[config.mk]
export PLATFORM = sky130hd
export DESIGN_NAME = seq_alu
export DESIGN_NICKNAME = d
export VERILOG_FILES = /design/src/rtl/alu_pkg.sv /design/src/rtl/seq_multiplier.sv /design/src/rtl/seq_alu.sv
export SDC_FILE = /design/constraint.sdc
export NUM_CORES = 1
export LEC_CHECK = 0
export CELL_PAD_IN_SITES_DETAIL_PLACEMENT = 1
export CELL_PAD_IN_SITES_GLOBAL_PLACEMENT = 2
export CORE_ASPECT_RATIO = 0.7
export CORE_MARGIN = 1.5
export CORE_UTILIZATION = 37
export CTS_CLUSTER_SIZE = 20
export DETAILED_ROUTE_END_ITERATION = 8
export HOLD_SLACK_MARGIN = 0.05
export MAX_ROUTING_LAYER = met4
export PLACE_DENSITY_LB_ADDON = 0.1
export RECOVER_POWER = 25
export SLEW_MARGIN = 0
export SYNTH_ARGS = -nofsm -noshare
export SYNTH_HDL_FRONTEND = slang
export SYNTH_SLANG_ARGS = --single-unit
[constraint.sdc]
create_clock -name clk -period 5.9 [get_ports clk]
set_clock_uncertainty 0.1 [all_clocks]
set_input_delay 0.59 -clock clk [delete_from_list [all_inputs] [get_ports clk]]
set_output_delay 0.59 -clock clk [all_outputs]
set_load 0.01 [all_outputs]
[src/rtl/alu_pkg.sv]
// Shared definitions for the sequential ALU: opcode map, FSM encoding, flag bundle.
package alu_pkg;

    // Opcode map, unchanged from the 4-bit combinational ALU.
    localparam logic [2:0] OP_NEGA = 3'b000;
    localparam logic [2:0] OP_NEGB = 3'b001;
    localparam logic [2:0] OP_ADD  = 3'b010;
    localparam logic [2:0] OP_SUB  = 3'b011;
    localparam logic [2:0] OP_AND  = 3'b100;
    localparam logic [2:0] OP_OR   = 3'b101;
    localparam logic [2:0] OP_MUL  = 3'b110;
    localparam logic [2:0] OP_XOR  = 3'b111;

    typedef enum logic [1:0] {
        ST_IDLE = 2'd0,
        ST_MUL  = 2'd1,
        ST_HOLD = 2'd2
    } aluState;

    // Status flags, packed as {z, n, c, v}.
    typedef struct packed {
        logic z;
        logic n;
        logic c;
        logic v;
    } aluFlags;

    // True for the four opcodes that go through the shared adder.
    function automatic logic isArith(input logic [2:0] opCode);
        return opCode inside {OP_NEGA, OP_NEGB, OP_ADD, OP_SUB};
    endfunction

endpackage

[src/rtl/seq_multiplier.sv]
// Iterative shift-add multiplier: one partial product per cycle, WIDTH cycles per product.
module seq_multiplier #(
    parameter int WIDTH = 8
) (
    input  logic               clk,
    input  logic               reset,
    input  logic               start,
    input  logic [WIDTH-1:0]   a,
    input  logic [WIDTH-1:0]   b,
    output logic [2*WIDTH-1:0] prod,
    output logic               done
);

    localparam int CW = (WIDTH > 1) ? $clog2(WIDTH) : 1;

    logic [WIDTH-1:0]   mcand;
    logic [WIDTH-1:0]   mplier;
    logic [2*WIDTH-1:0] acc;
    logic [2*WIDTH-1:0] addend;
    logic [2*WIDTH-1:0] accNext;
    logic [CW-1:0]      count;
    logic               busy;
    logic               lastStep;

    // Next accumulator value: add the shifted multiplicand when the current multiplier bit is set.
    always_comb begin
        // NOTE: every always_comb output gets a default first so no path can leave it unassigned (no latch).
        addend = '0;
        if (mplier[count]) begin
            addend = {{WIDTH{1'b0}}, mcand} << count;
        end
        accNext  = acc + addend;
        lastStep = busy && (count == CW'(WIDTH - 1));
    end

    // prod is the finished product only while done is high, so the caller can
    // register it on the same edge that performs the final partial-product add.
    assign prod = accNext;
    assign done = lastStep;

    // Operand capture on start, then one partial-product step per cycle until the last bit.
    always_ff @(posedge clk) begin
        // NOTE: sequential state uses non-blocking assignments so all registers update together on the edge.
        if (reset) begin
            mcand  <= '0;
            mplier <= '0;
            acc    <= '0;
            count  <= '0;
            busy   <= 1'b0;
        end else if (start) begin
            mcand  <= a;
            mplier <= b;
            acc    <= '0;
            count  <= '0;
            busy   <= 1'b1;
        end else if (busy) begin
            acc   <= accNext;
            count <= count + CW'(1);
            if (lastStep) begin
                busy <= 1'b0;
            end
        end
    end

endmodule

[src/rtl/seq_alu.sv]
// Registered ALU with status flags, valid/ready handshakes and an iterative multiplier.
module seq_alu
    import alu_pkg::*;
#(
    parameter int WIDTH = 8
) (
    input  logic             clk,
    input  logic             reset,
    input  logic             in_valid,
    output logic             in_ready,
    input  logic [2:0]       op,
    input  logic [WIDTH-1:0] a,
    input  logic [WIDTH-1:0] b,
    output logic             out_valid,
    input  logic             out_ready,
    output logic [WIDTH-1:0] result,
    output logic [WIDTH-1:0] result_hi,
    output logic             flag_z,
    output logic             flag_n,
    output logic             flag_c,
    output logic             flag_v
);

    aluState            state;
    logic               inReady;
    logic               outValid;
    logic [WIDTH-1:0]   resultReg;
    logic [WIDTH-1:0]   resultHiReg;
    aluFlags            flagsReg;

    logic [WIDTH-1:0]   addX;
    logic [WIDTH-1:0]   addY;
    logic               addCin;
    logic [WIDTH:0]     sumFull;
    logic               carryMsb;
    logic [WIDTH-1:0]   opResult;
    aluFlags            opFlags;

    logic               mulStart;
    logic               mulDone;
    logic [2*WIDTH-1:0] mulProd;
    aluFlags            mulFlags;

    assign mulStart = (state == ST_IDLE) && in_valid && (op == OP_MUL);

    seq_multiplier #(.WIDTH(WIDTH)) u_mult (
        .clk   (clk),
        .reset (reset),
        .start (mulStart),
        .a     (a),
        .b     (b),
        .prod  (mulProd),
        .done  (mulDone)
    );

    // Operand steering into the single shared adder.
    always_comb begin
        addX   = a;
        addY   = b;
        addCin = 1'b0;
        case (op)
            OP_NEGA: begin addX = ~a; addY = '0; addCin = 1'b1; end
            OP_NEGB: begin addX = ~b; addY = '0; addCin = 1'b1; end
            OP_SUB:  begin addY = ~b; addCin = 1'b1; end
            default: ;
        endcase
    end

    // Adder, logic ops and flag generation for single-cycle opcodes; MUL flags from the product.
    always_comb begin
        sumFull  = {1'b0, addX} + {1'b0, addY} + {{WIDTH{1'b0}}, addCin};
        // Carry into the MSB recovered from the MSB sum bit and the MSB operand bits.
        carryMsb = sumFull[WIDTH-1] ^ addX[WIDTH-1] ^ addY[WIDTH-1];

        case (op)
            OP_AND:  opResult = a & b;
            OP_OR:   opResult = a | b;
            OP_XOR:  opResult = a ^ b;
            default: opResult = sumFull[WIDTH-1:0];
        endcase

        opFlags.z = (opResult == '0);
        opFlags.n = opResult[WIDTH-1];
        opFlags.c = isArith(op) ? sumFull[WIDTH] : 1'b0;
        opFlags.v = isArith(op) ? (carryMsb ^ sumFull[WIDTH]) : 1'b0;

        mulFlags.z = (mulProd[WIDTH-1:0] == '0);
        mulFlags.n = mulProd[WIDTH-1];
        mulFlags.c = (mulProd[2*WIDTH-1:WIDTH] != '0);
        mulFlags.v = (mulProd[2*WIDTH-1:WIDTH] != '0);
    end

    // Control FSM with registered handshake outputs, result and flags.
    always_ff @(posedge clk) begin
        if (reset) begin
            state       <= ST_IDLE;
            inReady     <= 1'b1;
            outValid    <= 1'b0;
            resultReg   <= '0;
            resultHiReg <= '0;
            flagsReg    <= '0;
        end else begin
            case (state)
                ST_IDLE: begin
                    if (in_valid) begin
                        inReady <= 1'b0;
                        if (op == OP_MUL) begin
                            state <= ST_MUL;
                        end else begin
                            state       <= ST_HOLD;
                            outValid    <= 1'b1;
                            resultReg   <= opResult;
                            resultHiReg <= '0;
                            flagsReg    <= opFlags;
                        end
                    end
                end
                ST_MUL: begin
                    if (mulDone) begin
                        state       <= ST_HOLD;
                        outValid    <= 1'b1;
                        resultReg   <= mulProd[WIDTH-1:0];
                        resultHiReg <= mulProd[2*WIDTH-1:WIDTH];
                        flagsReg    <= mulFlags;
                    end
                end
                ST_HOLD: begin
                    // Returning to IDLE first keeps accept and consume in separate cycles.
                    if (out_ready) begin
                        state    <= ST_IDLE;
                        outValid <= 1'b0;
                        inReady  <= 1'b1;
                    end
                end
                default: state <= ST_IDLE;
            endcase
        end
    end

    assign in_ready  = inReady;
    assign out_valid = outValid;
    assign result    = resultReg;
    assign result_hi = resultHiReg;
    assign flag_z    = flagsReg.z;
    assign flag_n    = flagsReg.n;
    assign flag_c    = flagsReg.c;
    assign flag_v    = flagsReg.v;

endmodule

==> metrics.txt <==
FP Rows=34; Crit Path Category=flip-flop to flip-flop; DRT Pass-1 Iters=4; part of the power in the clock network=between 40% and 50%; Worst-Margin Slew=0.910 ns; synth warn=0; reg-to-reg critical path startpoint=u_mult.count[0]; Top-Level Pins=45; status=completed; Clock Latency Late Sink=0.33 ns; largest net degree at the start of global routing=30; fin. max-slew vios=0; Hold Path Origin=u_mult.mplier[3]; vias per cell=5.48; unrepaired setup endpoints after global routing=false; setup TNS=0 ns; Die Height=slightly below 100 um; #FFs+latches synth=just under 60; Mapped Area=approximately 4700 um^2; NetSw=between 0.3 and 0.4 mW; Routed WL per cell=18.9 um; net count after synthesis=688; highest net fanout along the worst path=18; Root Buffer=clkbuf_16; Post-synth ARST share=0%; Critical Path AT=4.64 ns; Num CTS Buffers=9; quantity of gates resized following cts=0; worst setup margin=between 1 and 1.5 ns; Worst Path Required=6.05 ns; Leak Pwr=2.33 nW; DRC viols=0; first-pass GRT wire length=24900 um; 1st-iter DRT viols=245; Initial Utilization=a little under two fifths; pre-CTS setup slack=1.44 ns; Logic pwr share=21.5%; Startpoint Class=flip-flop; clock net sink count=between 50 and 60; vias in the first global route=between 4000 and 5000; Pint=0.865 mW; Final Setup Violations=0; slowest CP cell=dfxtp_1; Layout area overhead=17.2%; final hold vios=0; CP max stage delay=0.77 ns; Routed Antenna Nets=0; Via Count=4459; CP endpoint kind=flip-flop; antenna violations before repair=0; Port Buffers=44; fillers=~1500; Routed WL=15400 um; Seq/Total Area, Yosys=25.0%; cell repeated most along the worst path=a211oi_2; post-DP HPWL=12300 um; Flop pwr share=34.5%; share of cells above drive strength 1=approximately 7.4%; PD cells=223 nW/um^2; critical path, cell by cell=mux4_2, nand2_1, and2_1, a211oi_1, ha_1, and3_4, nand2_2, a211oi_2, nor2_1, xnor2_1, nor4_2, a31o_1, a211oi_2; top_reg_cell synth=dfxtp_1; number of enable flip-flop cells after synthesis=0; Hold Slack=approximately 0.35 ns; htree depth=3; # Max-Cap Violations=0; Switching Fraction=29.9%; Peak Freq=223 MHz; gr usage total=24.1%; final worst path period need=4.49 ns; PnR Total Power=1.23 mW; die footprint=13500 um^2; worst ir drop on vdd=0.141 mV; Routability Congestion=0.869; hold crit path type=flip-flop to flip-flop; CTS tree=yes; final period utilization=76.1%; cts hold-fix bufs=0; CTS clk-pin slew, worst paths=0.06 ns; Core Footprint=12500 um^2; Remaining Overflow, GRT=0; fin nets=713; crit path launch=u_mult.count[0]; postcts setup bufs=0; synth unique cells=76; Post-Synthesis Mean Instance Area=7.61 um^2; slew margin rel.=39.3%; Mapped Cells=622; die extent in x=138 um; diode count=0; clk buf depth=2
## stage by stage
| step | util [%] | std cells | area (um^2) |
|---|---|---|---|
| global route | 44.5 | 814 | 5540 |
| finish | 44.5 | 814 | 5540 |
| floorplan | - | 622 | 4730 |
| global placement | 42.0 | 798 | 5240 |
| CTS | 44.5 | 814 | 5540 |
| detailed placement | 42.0 | 798 | 5240 |
## final cells by class
type | count | area, um^2 | share of cell area [%]
multi-input cells | 488 | 3210 | 57.9
flip-flops and latches | 59 | 1180 | 21.3
repair buffers | 54 | 515 | 9.30
clock buffers | 10 | 239 | 4.31
well taps | 162 | 203 | 3.66
inverters | 35 | 131 | 2.37
clock inverters | 6 | 63.8 | 1.15
## path summary, 6_finish.rpt
kind / slack [ns] / cells after the start / end
setup / recovery: 1.41 / 13 / flag_c
hold / removal: 0.35 / 2 / u_mult.mplier[3]
setup reg to reg: 1.41 / 13 / flag_c
hold reg to reg: 0.35 / 2 / u_mult.mplier[3]
## sequential cells by signal (all words and copies together) (netlist names), 2 cells and up
| name | cells |
|---|---|
| u_mult.acc | 16 |
| u_mult.mcand | 8 |
| state | 2 |
| result_hi | 8 |
| u_mult.count | 3 |
| result | 8 |
| u_mult.mplier | 8 |
## cells in the mapped netlist (4+ instances only)
master,instances,area (um^2)
a211oi_1,9,67.6
a21o_1,6,45.0
a21oi_1,63,315
a22oi_1,9,67.6
and2_1,4,25.0
and3_1,6,37.5
buf_2,10,50.1
clkbuf_1,20,75.1
dfxtp_1,59,1180
ha_1,40,500
inv_1,35,131
mux2_2,4,45.0
mux2i_1,24,240
nand2_1,77,289
nand2b_1,9,56.3
nand3_1,6,30.0
nor2_1,82,308
nor2b_1,5,31.3
nor3_1,21,105
o21ai_0,23,115
xnor2_1,15,131
xor2_1,6,52.6
## layout by cell type, fill, tap and decap left out, types with 5 or more instances in the layout
master | netlist | layout
dfxtp_1 | 59 | 59
mux2i_1 | 24 | 24
nand3_1 | 6 | 6
clkbuf_16 | 0 | 9
inv_1 | 35 | 35
nor2b_1 | 5 | 5
a22oi_1 | 9 | 9
a211oi_1 | 9 | 9
nand2_1 | 77 | 77
a21o_1 | 6 | 6
o21ai_0 | 23 | 23
xor2_1 | 6 | 6
a21oi_1 | 63 | 63
and3_1 | 6 | 6
nand2b_1 | 9 | 9
xnor2_1 | 15 | 15
ha_1 | 40 | 40
nor2_1 | 82 | 82
clkdlybuf4s50_1 | 0 | 24
nor3_1 | 21 | 21
dlygate4sd3_1 | 0 | 20
buf_4 | 3 | 10
## logic make-up (layout without fill, tap and decap cells)
| family | count (synthesis) | after routing | synth area share (%) |
|---|---|---|---|
| xor gates and xnor gates | 22 | 22 | 4.36 |
| and+or+nand+nor | 234 | 234 | 22.6 |
| muxes | 30 | 30 | 6.98 |
| DFF | 59 | 59 | 25.0 |
| adders and majority gates | 43 | 43 | 11.8 |
| AOI/OAI and AO/OA | 159 | 159 | 22.0 |
| buffers and inverters | 75 | 105 | 7.17 |
## routing by layer
| layer | GRT usage [%] | part of all wire [%] | up-vias |
|---|---|---|---|
| met5 | - | 0 | - |
| met4 | 4.37 | 0.42 | 0 |
| met3 | 3.01 | 3.0 | 5 |
| met2 | 34.3 | 41 | 56 |
| met1 | 36.4 | 55 | 2180 |
| li1 | - | - | 2218 |
## critical path: cells and delay by family (launching register included)
kind | cells | cell delay, ns
muxes | 1 | 0.62
xor gates and xnor gates | 1 | 0.52
AOI/OAI and AO/OA | 4 | 0.80
adders and majority gates | 1 | 0.51
and+or+nand+nor | 6 | 1.07
DFF | 1 | 0.77
## power by group through the flow
stage                     logic, mW  clock network (mW)  registers (mW)
final                         0.265               0.543           0.426
after global routing          0.292               0.572           0.428
after CTS                     0.268               0.550           0.427
after detailed placement      0.266                   0           0.435
after global placement        0.263                   0           0.435
after floorplan               0.172                   0           0.434
(Power assumes the default switching activity.)
